`config.mk`:
```
export PLATFORM = sky130hd
export DESIGN_NAME = npu_io_queue_flat
export DESIGN_NICKNAME = d
export VERILOG_FILES = /design/src/rtl/npu_pkg.sv /design/src/rtl/npu_io_queue_if.sv /design/src/rtl/npu_sync_fifo.sv /design/src/rtl/npu_io_queue.sv /design/src/flat_wrapper.sv
export SDC_FILE = /design/constraint.sdc
export NUM_CORES = 1
export LEC_CHECK = 0
export CAP_MARGIN = 20
export CORE_ASPECT_RATIO = 1.25
export CORE_UTILIZATION = 33
export CTS_CLUSTER_SIZE = 25
export DETAILED_ROUTE_END_ITERATION = 16
export GPL_TIMING_DRIVEN = 0
export PLACE_DENSITY = 0.59
export SLEW_MARGIN = 10
export SYNTH_ARGS = -nofsm -noshare
export SYNTH_HDL_FRONTEND = slang
export SYNTH_SLANG_ARGS = --single-unit
```
`constraint.sdc`:
```
create_clock -name iClk -period 4.3 [get_ports iClk]
set_input_delay 0.86 -clock iClk [delete_from_list [all_inputs] [get_ports iClk]]
set_output_delay 0.86 -clock iClk [all_outputs]
set_load 0.02 [all_outputs]
```
`src/rtl/npu_pkg.sv`:
```
// Shared NPU queue constants: default word width, queue depth and error-flag bit positions.
package npu_pkg;
  localparam int NPU_DATA_W      = 32;
  localparam int NPU_QUEUE_DEPTH = 8;

  localparam int ERR_CPU_OVF = 0;
  localparam int ERR_CPU_UDF = 1;
  localparam int ERR_RES_OVF = 2;
endpackage

```
`src/rtl/npu_io_queue_if.sv`:
```
// CPU/NPU-facing signal bundle of npu_io_queue; slave = queue endpoint, master = CPU stage + NPU core.
// oErr exists only when NPU_QUEUE_ERR_EN is defined.
interface npu_io_queue_if #(parameter int DATA_W = 32);
  logic              iCfgOp, iCfgWe;
  logic [DATA_W-1:0] iCfgData;
  logic              iInOp, iInWe;
  logic [DATA_W-1:0] iInData;
  logic              iOutOp, iOutRe;
  logic [DATA_W-1:0] oOutData;
  logic              oStall;
  logic [DATA_W-1:0] oCfgWord;
  logic              oCfgValid, iCfgReady;
  logic [DATA_W-1:0] oInWord;
  logic              oInValid, iInReady;
  logic [DATA_W-1:0] iResWord;
  logic              iResValid, oResReady;
`ifdef NPU_QUEUE_ERR_EN
  logic [2:0]        oErr;

  modport slave (
    input  iCfgOp, iCfgWe, iCfgData, iInOp, iInWe, iInData, iOutOp, iOutRe,
           iCfgReady, iInReady, iResWord, iResValid,
    output oOutData, oStall, oCfgWord, oCfgValid, oInWord, oInValid, oResReady, oErr
  );
  modport master (
    output iCfgOp, iCfgWe, iCfgData, iInOp, iInWe, iInData, iOutOp, iOutRe,
           iCfgReady, iInReady, iResWord, iResValid,
    input  oOutData, oStall, oCfgWord, oCfgValid, oInWord, oInValid, oResReady, oErr
  );
`else
  modport slave (
    input  iCfgOp, iCfgWe, iCfgData, iInOp, iInWe, iInData, iOutOp, iOutRe,
           iCfgReady, iInReady, iResWord, iResValid,
    output oOutData, oStall, oCfgWord, oCfgValid, oInWord, oInValid, oResReady
  );
  modport master (
    output iCfgOp, iCfgWe, iCfgData, iInOp, iInWe, iInData, iOutOp, iOutRe,
           iCfgReady, iInReady, iResWord, iResValid,
    input  oOutData, oStall, oCfgWord, oCfgValid, oInWord, oInValid, oResReady
  );
`endif
endinterface

```
`src/rtl/npu_sync_fifo.sv`:
```
// Circular FWFT FIFO: pushed word visible at head one edge later, pop reads head combinationally.
// Push while full and pop while empty are ignored; both checked against pre-edge state.
module npu_sync_fifo import npu_pkg::*; #(
  parameter int DEPTH  = NPU_QUEUE_DEPTH,
  parameter int DATA_W = NPU_DATA_W
) (
  input  logic                   iClk,
  input  logic                   iRst_n,
  input  logic                   iPush,
  input  logic [DATA_W-1:0]      iPushData,
  input  logic                   iPop,
  output logic [DATA_W-1:0]      oHead,
  output logic                   oFull,
  output logic                   oEmpty,
  output logic [$clog2(DEPTH):0] oCount
);
  localparam int AW = $clog2(DEPTH);

  logic [DATA_W-1:0] mem [DEPTH];
  logic [AW-1:0]     wrPtr, rdPtr;
  logic              pushOk, popOk;

  assign oFull  = (oCount == (AW+1)'(DEPTH));
  assign oEmpty = (oCount == '0);
  assign pushOk = iPush && !oFull;
  assign popOk  = iPop && !oEmpty;
  assign oHead  = mem[rdPtr];

  always_ff @(posedge iClk) begin
    if (!iRst_n) begin
      wrPtr  <= '0;
      rdPtr  <= '0;
      oCount <= '0;
    end else begin
      if (pushOk) wrPtr <= wrPtr + 1'b1;
      if (popOk)  rdPtr <= rdPtr + 1'b1;
      case ({pushOk, popOk})
        2'b10:   oCount <= oCount + 1'b1;
        2'b01:   oCount <= oCount - 1'b1;
        default: ;
      endcase
    end
  end

  // Storage is deliberately not reset; only the pointers define what is valid.
  always_ff @(posedge iClk) begin
    if (pushOk) mem[wrPtr] <= iPushData;
  end
endmodule

```
`src/rtl/npu_io_queue.sv`:
```
// NPU endpoint of the CPU<->NPU queues: CFG/IN to the NPU, RES back to the CPU (FWFT, 1-cycle push-to-visible).
// CPU stalls on push-to-full or pop-from-empty; NPU sees valid/ready. Sticky oErr flags with NPU_QUEUE_ERR_EN.
module npu_io_queue import npu_pkg::*; #(
  parameter int DEPTH  = NPU_QUEUE_DEPTH,
  parameter int DATA_W = NPU_DATA_W
) (
  input logic          iClk,
  input logic          iRst_n,
  npu_io_queue_if.slave io
);
  localparam int CW = $clog2(DEPTH) + 1;

  logic              cfgFull, cfgEmpty, inFull, inEmpty, resFull, resEmpty;
  logic [CW-1:0]     cfgCount, inCount, resCount;
  logic [DATA_W-1:0] resHead;
  logic              cfgPop, inPop, resPush;

  assign cfgPop  = !cfgEmpty && io.iCfgReady;
  assign inPop   = !inEmpty && io.iInReady;
  assign resPush = io.iResValid && !resFull;

  npu_sync_fifo #(.DEPTH(DEPTH), .DATA_W(DATA_W)) uCfgQ (
    .iClk(iClk), .iRst_n(iRst_n),
    .iPush(io.iCfgWe), .iPushData(io.iCfgData), .iPop(cfgPop),
    .oHead(io.oCfgWord), .oFull(cfgFull), .oEmpty(cfgEmpty), .oCount(cfgCount)
  );

  npu_sync_fifo #(.DEPTH(DEPTH), .DATA_W(DATA_W)) uInQ (
    .iClk(iClk), .iRst_n(iRst_n),
    .iPush(io.iInWe), .iPushData(io.iInData), .iPop(inPop),
    .oHead(io.oInWord), .oFull(inFull), .oEmpty(inEmpty), .oCount(inCount)
  );

  npu_sync_fifo #(.DEPTH(DEPTH), .DATA_W(DATA_W)) uResQ (
    .iClk(iClk), .iRst_n(iRst_n),
    .iPush(resPush), .iPushData(io.iResWord), .iPop(io.iOutRe),
    .oHead(resHead), .oFull(resFull), .oEmpty(resEmpty), .oCount(resCount)
  );

  assign io.oCfgValid = !cfgEmpty;
  assign io.oInValid  = !inEmpty;
  assign io.oResReady = !resFull;
  assign io.oOutData  = resEmpty ? '0 : resHead;
  assign io.oStall    = (io.iCfgOp && cfgFull) || (io.iInOp && inFull) || (io.iOutOp && resEmpty);

  // Occupancy must never exceed DEPTH and must agree with the full flag.
  assert property (@(posedge iClk) disable iff (!iRst_n)
    (cfgCount <= CW'(DEPTH)) && (inCount <= CW'(DEPTH)) && (resCount <= CW'(DEPTH)) &&
    (cfgFull == (cfgCount == CW'(DEPTH))) && (inFull == (inCount == CW'(DEPTH))) &&
    (resFull == (resCount == CW'(DEPTH))));

`ifdef NPU_QUEUE_ERR_EN
  logic [2:0] errQ;

  always_ff @(posedge iClk) begin
    if (!iRst_n) begin
      errQ <= '0;
    end else begin
      if ((io.iCfgWe && cfgFull) || (io.iInWe && inFull)) errQ[ERR_CPU_OVF] <= 1'b1;
      if (io.iOutRe && resEmpty)                         errQ[ERR_CPU_UDF] <= 1'b1;
      if (io.iResValid && resFull)                       errQ[ERR_RES_OVF] <= 1'b1;
    end
  end

  assign io.oErr = errQ;
`endif
endmodule

```
`src/flat_wrapper.sv`:
```
// flat-port wrapper written by rule: the top's interface ports become plain ports
module npu_io_queue_flat import npu_pkg::*;
#(
  parameter int DEPTH  = NPU_QUEUE_DEPTH,
  parameter int DATA_W = NPU_DATA_W
)
  (iClk, iRst_n, io_iCfgOp, io_iCfgWe, io_iCfgData, io_iInOp, io_iInWe, io_iInData, io_iOutOp, io_iOutRe, io_iCfgReady, io_iInReady, io_iResWord, io_iResValid, io_oOutData, io_oStall, io_oCfgWord, io_oCfgValid, io_oInWord, io_oInValid, io_oResReady);
  npu_io_queue_if #(.DATA_W(DATA_W)) io_i ();
  input logic iClk;
  input logic iRst_n;
  input wire logic [$bits(io_i.iCfgOp)-1:0] io_iCfgOp;
  input wire logic [$bits(io_i.iCfgWe)-1:0] io_iCfgWe;
  input wire logic [$bits(io_i.iCfgData)-1:0] io_iCfgData;
  input wire logic [$bits(io_i.iInOp)-1:0] io_iInOp;
  input wire logic [$bits(io_i.iInWe)-1:0] io_iInWe;
  input wire logic [$bits(io_i.iInData)-1:0] io_iInData;
  input wire logic [$bits(io_i.iOutOp)-1:0] io_iOutOp;
  input wire logic [$bits(io_i.iOutRe)-1:0] io_iOutRe;
  input wire logic [$bits(io_i.iCfgReady)-1:0] io_iCfgReady;
  input wire logic [$bits(io_i.iInReady)-1:0] io_iInReady;
  input wire logic [$bits(io_i.iResWord)-1:0] io_iResWord;
  input wire logic [$bits(io_i.iResValid)-1:0] io_iResValid;
  output wire logic [$bits(io_i.oOutData)-1:0] io_oOutData;
  output wire logic [$bits(io_i.oStall)-1:0] io_oStall;
  output wire logic [$bits(io_i.oCfgWord)-1:0] io_oCfgWord;
  output wire logic [$bits(io_i.oCfgValid)-1:0] io_oCfgValid;
  output wire logic [$bits(io_i.oInWord)-1:0] io_oInWord;
  output wire logic [$bits(io_i.oInValid)-1:0] io_oInValid;
  output wire logic [$bits(io_i.oResReady)-1:0] io_oResReady;
  assign io_i.iCfgOp = io_iCfgOp;
  assign io_i.iCfgWe = io_iCfgWe;
  assign io_i.iCfgData = io_iCfgData;
  assign io_i.iInOp = io_iInOp;
  assign io_i.iInWe = io_iInWe;
  assign io_i.iInData = io_iInData;
  assign io_i.iOutOp = io_iOutOp;
  assign io_i.iOutRe = io_iOutRe;
  assign io_i.iCfgReady = io_iCfgReady;
  assign io_i.iInReady = io_iInReady;
  assign io_i.iResWord = io_iResWord;
  assign io_i.iResValid = io_iResValid;
  assign io_oOutData = io_i.oOutData;
  assign io_oStall = io_i.oStall;
  assign io_oCfgWord = io_i.oCfgWord;
  assign io_oCfgValid = io_i.oCfgValid;
  assign io_oInWord = io_i.oInWord;
  assign io_oInValid = io_i.oInValid;
  assign io_oResReady = io_i.oResReady;
  npu_io_queue #(.DEPTH(DEPTH), .DATA_W(DATA_W)) u_core (.iClk(iClk), .iRst_n(iRst_n), .io(io_i));
endmodule
```
==> reports/metrics.cfg <==
[worst_setup_path]
critical_path_depth=5
cp_max_fo=10
crit_path_cell_trace=buf_2 > clkbuf_1 > mux4_2 > mux2_2 > clkdlybuf4s50_1
slowest_delay_ps=670
endpoint=io_oInWord[26]
critPathCaptureType=output pin
crit_path_start_kind=flip-flop
reg2regPathDepth=7
path_class=flip-flop to output pin
path_delay_family=buffers and inverters
critPathBufInv=3
worstReg2RegStart=u_core.uResQ.oCount[0]$_SDFFE_PN0P_
crit-reg2reg-capture=u_core.uResQ.mem[4][11]$_DFFE_PP_
worstPathRequired_ps=3440
critical-path-slowest-cell=clkbuf_1
cp.arrival_ps=3270
r2r_setup_slack_ps=1600

[sta]
setup_viol=0
finalCriticalPeriod_ps=4128
fin_skew_ps=29.81
finalHoldViolCount=0
rsz0062_at_grt=no
maxSlewViolCount=0
slew_headroom=0.3814
worst_pin_slew_ps=922.9
fmaxAchievable_mhz=242.3
fin_crit_sh=0.9600

[yosys]
synth_common_cells=edfxtp_1 (768), mux4_2 (192), mux2_2 (64), nor2_1 (46)
syn_inst=1372
async_flop_share=0
synth.avg_cell_area_sq_um=22.59
ys_seq_area_frac=0.7692
synth_area_leaders=edfxtp_1 (74%), mux4_2 (14%), dfxtp_1 (2.5%)
netlist.top_cell.by_area=edfxtp_1
synth-edff-count=768
yosysUniqueCellTypes=41
synth_top_area_share=0.7440
synth_area_sq_um=31000
synth_ff_type=edfxtp_1
ys_ff_latch=807
syn_nets=1494
yosysMostFrequentCell=edfxtp_1
ys_warn_count=0

[layout]
num_antenna_cells=0
nets=1843
area_growth_pct=22.70
fill_cells=8093
fin_cells=2991
fin_util=0.4087
drive_gt1_frac=0.2796

[routing]
antenna_left=0
routed-via-count=14440
drt_iter0_markers=982
routedWlPerCell_microns=22.80
drc=0
viasPerCell=4.829
wirelength_microns=68200
dr.pass1.iters=4

[global_routing]
grt.total_usage=0.1445
grt_max_degree=23
grt_pass1_wl_microns=101900
antenna_found_initial=7
grt_pass1_vias=15660
overflow=0

[die]
io_pins=207
start_util=0.3331
die_h_microns=344.7
fp.dieW_microns=276.1
rows=125
die_area_sq_um=95160
coreArea_sq_um=93060

[placement]
post-place-cells=2844
portBuffers=206
place.gp.congestion=0.7178
dp_hpwl_microns=45040

[pwr]
leakage_uw=0.01184
powerDensity_nw_per_um2=573.3
p_total_uw=21800
ir_drop_mv=0.4539

[min_path]
holdPathStages=2
hp-class=flip-flop to flip-flop
min-delay-start=u_core.uCfgQ.oCount[3]$_SDFFE_PN0P_

[job]
maxCapViolations=0

[clock_network]
cts-buffers-inserted=81
cts_sinks=807
clockRootBuffer=clkbuf_16
clk_latency_ps=630
clk_pin_slew_ps=60
htree_levels=3
hold_buffers=0
clk_path_buf_depth=3
cts_tree=yes

[status]
outcome=finished clean

[layout make-up]
| type | count | area [sq um] | area share |
|---|---|---|---|
| Buffer | 65 | 396.6 | 0.01043 |
| Clock buffer | 92 | 2068 | 0.05438 |
| Tap cell | 1206 | 1509 | 0.03968 |
| Sequential cell | 807 | 23840 | 0.6269 |
| Inverter | 4 | 15.01 | 0.0003948 |
| Clock inverter | 55 | 539.3 | 0.01418 |
| Timing Repair Buffer | 266 | 2749 | 0.07228 |
| Multi-Input combinational cell | 496 | 6913 | 0.1818 |
[through the flow]
stage	instance area, sq um	TNS, ps	setup WS, ps	hold WS [ps]
floorplan	31010	0	350.7	450.1
global placement	34580	-1267320	-2929	469.1
detailed placement	35420	0	775.0	480.3
CTS	38030	0	59.05	490.5
global route	38030	0	0.4188	510.1
finish	38030	0	172.1	492.8
[logic make-up (layout without fill, tap and decap cells)]
group           after synthesis  count (layout)  share of synthesized area
xor+xnor                     20              20                   0.005651
mux                         295             295                     0.1754
compound gates               26              26                   0.005611
simple gates                140             140                    0.02487
buf+inv                      69             482                    0.01324
flops                       807             807                     0.7692
fa+ha+maj                    15              15                   0.006055
[how the worst min path moves through the flow]
stage / endpoint / slack, ps
2_1_floorplan: u_core.uCfgQ.oCount[3]$_SDFFE_PN0P_ / 450
3_3_place_gp: u_core.uInQ.wrPtr[0]$_SDFFE_PN0P_ / 470
3_5_place_dp: u_core.uCfgQ.oCount[3]$_SDFFE_PN0P_ / 480
4_1_cts: u_core.uCfgQ.oCount[3]$_SDFFE_PN0P_ / 490
5_1_grt: u_core.uCfgQ.oCount[3]$_SDFFE_PN0P_ / 510
6_report: u_core.uCfgQ.oCount[3]$_SDFFE_PN0P_ / 490
[routing by layer]
metal,track usage,share of wire,wire length (microns)
met2,0.2512,0.51,34680
met3,0.03831,0.061,4188
met5,0,0.00092,63
met4,0.03899,0.019,1282
met1,0.1782,0.41,27980
[cells in the final DEF (no fill, tap or decap), types with 7 or more instances in the layout]
cell type        count
nand2b_1            11
ha_1                15
mux2i_1             39
nor2b_1              8
and2_1              17
xor2_1               7
a21boi_1             9
dfxtp_1             39
clkbuf_16           81
nor2_4              12
clkinv_2            15
nand2_1             17
nand3_1             11
bufinv_16            7
nor3_2              10
nor2_1              34
clkbuf_1            41
clkdlybuf4s50_1    206
mux4_2             192
buf_2               10
mux2_2              64
buf_6               32
clkinv_1            20
xnor2_1             13
buf_12              12
edfxtp_1           768
buf_4               35
[timing repair]
item,4_1_cts,5_1_grt
gates resized for setup,0,3
setup buffers,0,0
endpoints found under the setup margin,0,1
[flip-flops by register name, summed over array words and instances, names as in the netlist, named ones only]
name,cells
u_core.uInQ.wrPtr,3
u_core.uCfgQ.wrPtr,3
u_core.uCfgQ.oCount,4
u_core.uResQ.rdPtr,3
u_core.uResQ.mem,256
u_core.uResQ.oCount,4
u_core.uInQ.rdPtr,3
u_core.uCfgQ.mem,256
u_core.uInQ.mem,256
u_core.uCfgQ.rdPtr,3
u_core.uResQ.wrPtr,3
u_core.uInQ.oCount,4
[tightest hold or removal path, stage by stage (launching register included)]
cell,delay (ps)
dfxtp_1,330
nand2_1,60
mux2i_1,50
[power by group]
group          switching [uW]  leakage, uW  internal, uW  total (uW)
logic                    2860      0.00328          2780        5640
clock network            3000      0.00127          3920        6920
registers                 161      0.00729          9080        9250
total                    6020       0.0118         15800       21800
Note: power is estimated with default switching activity, not from simulation.
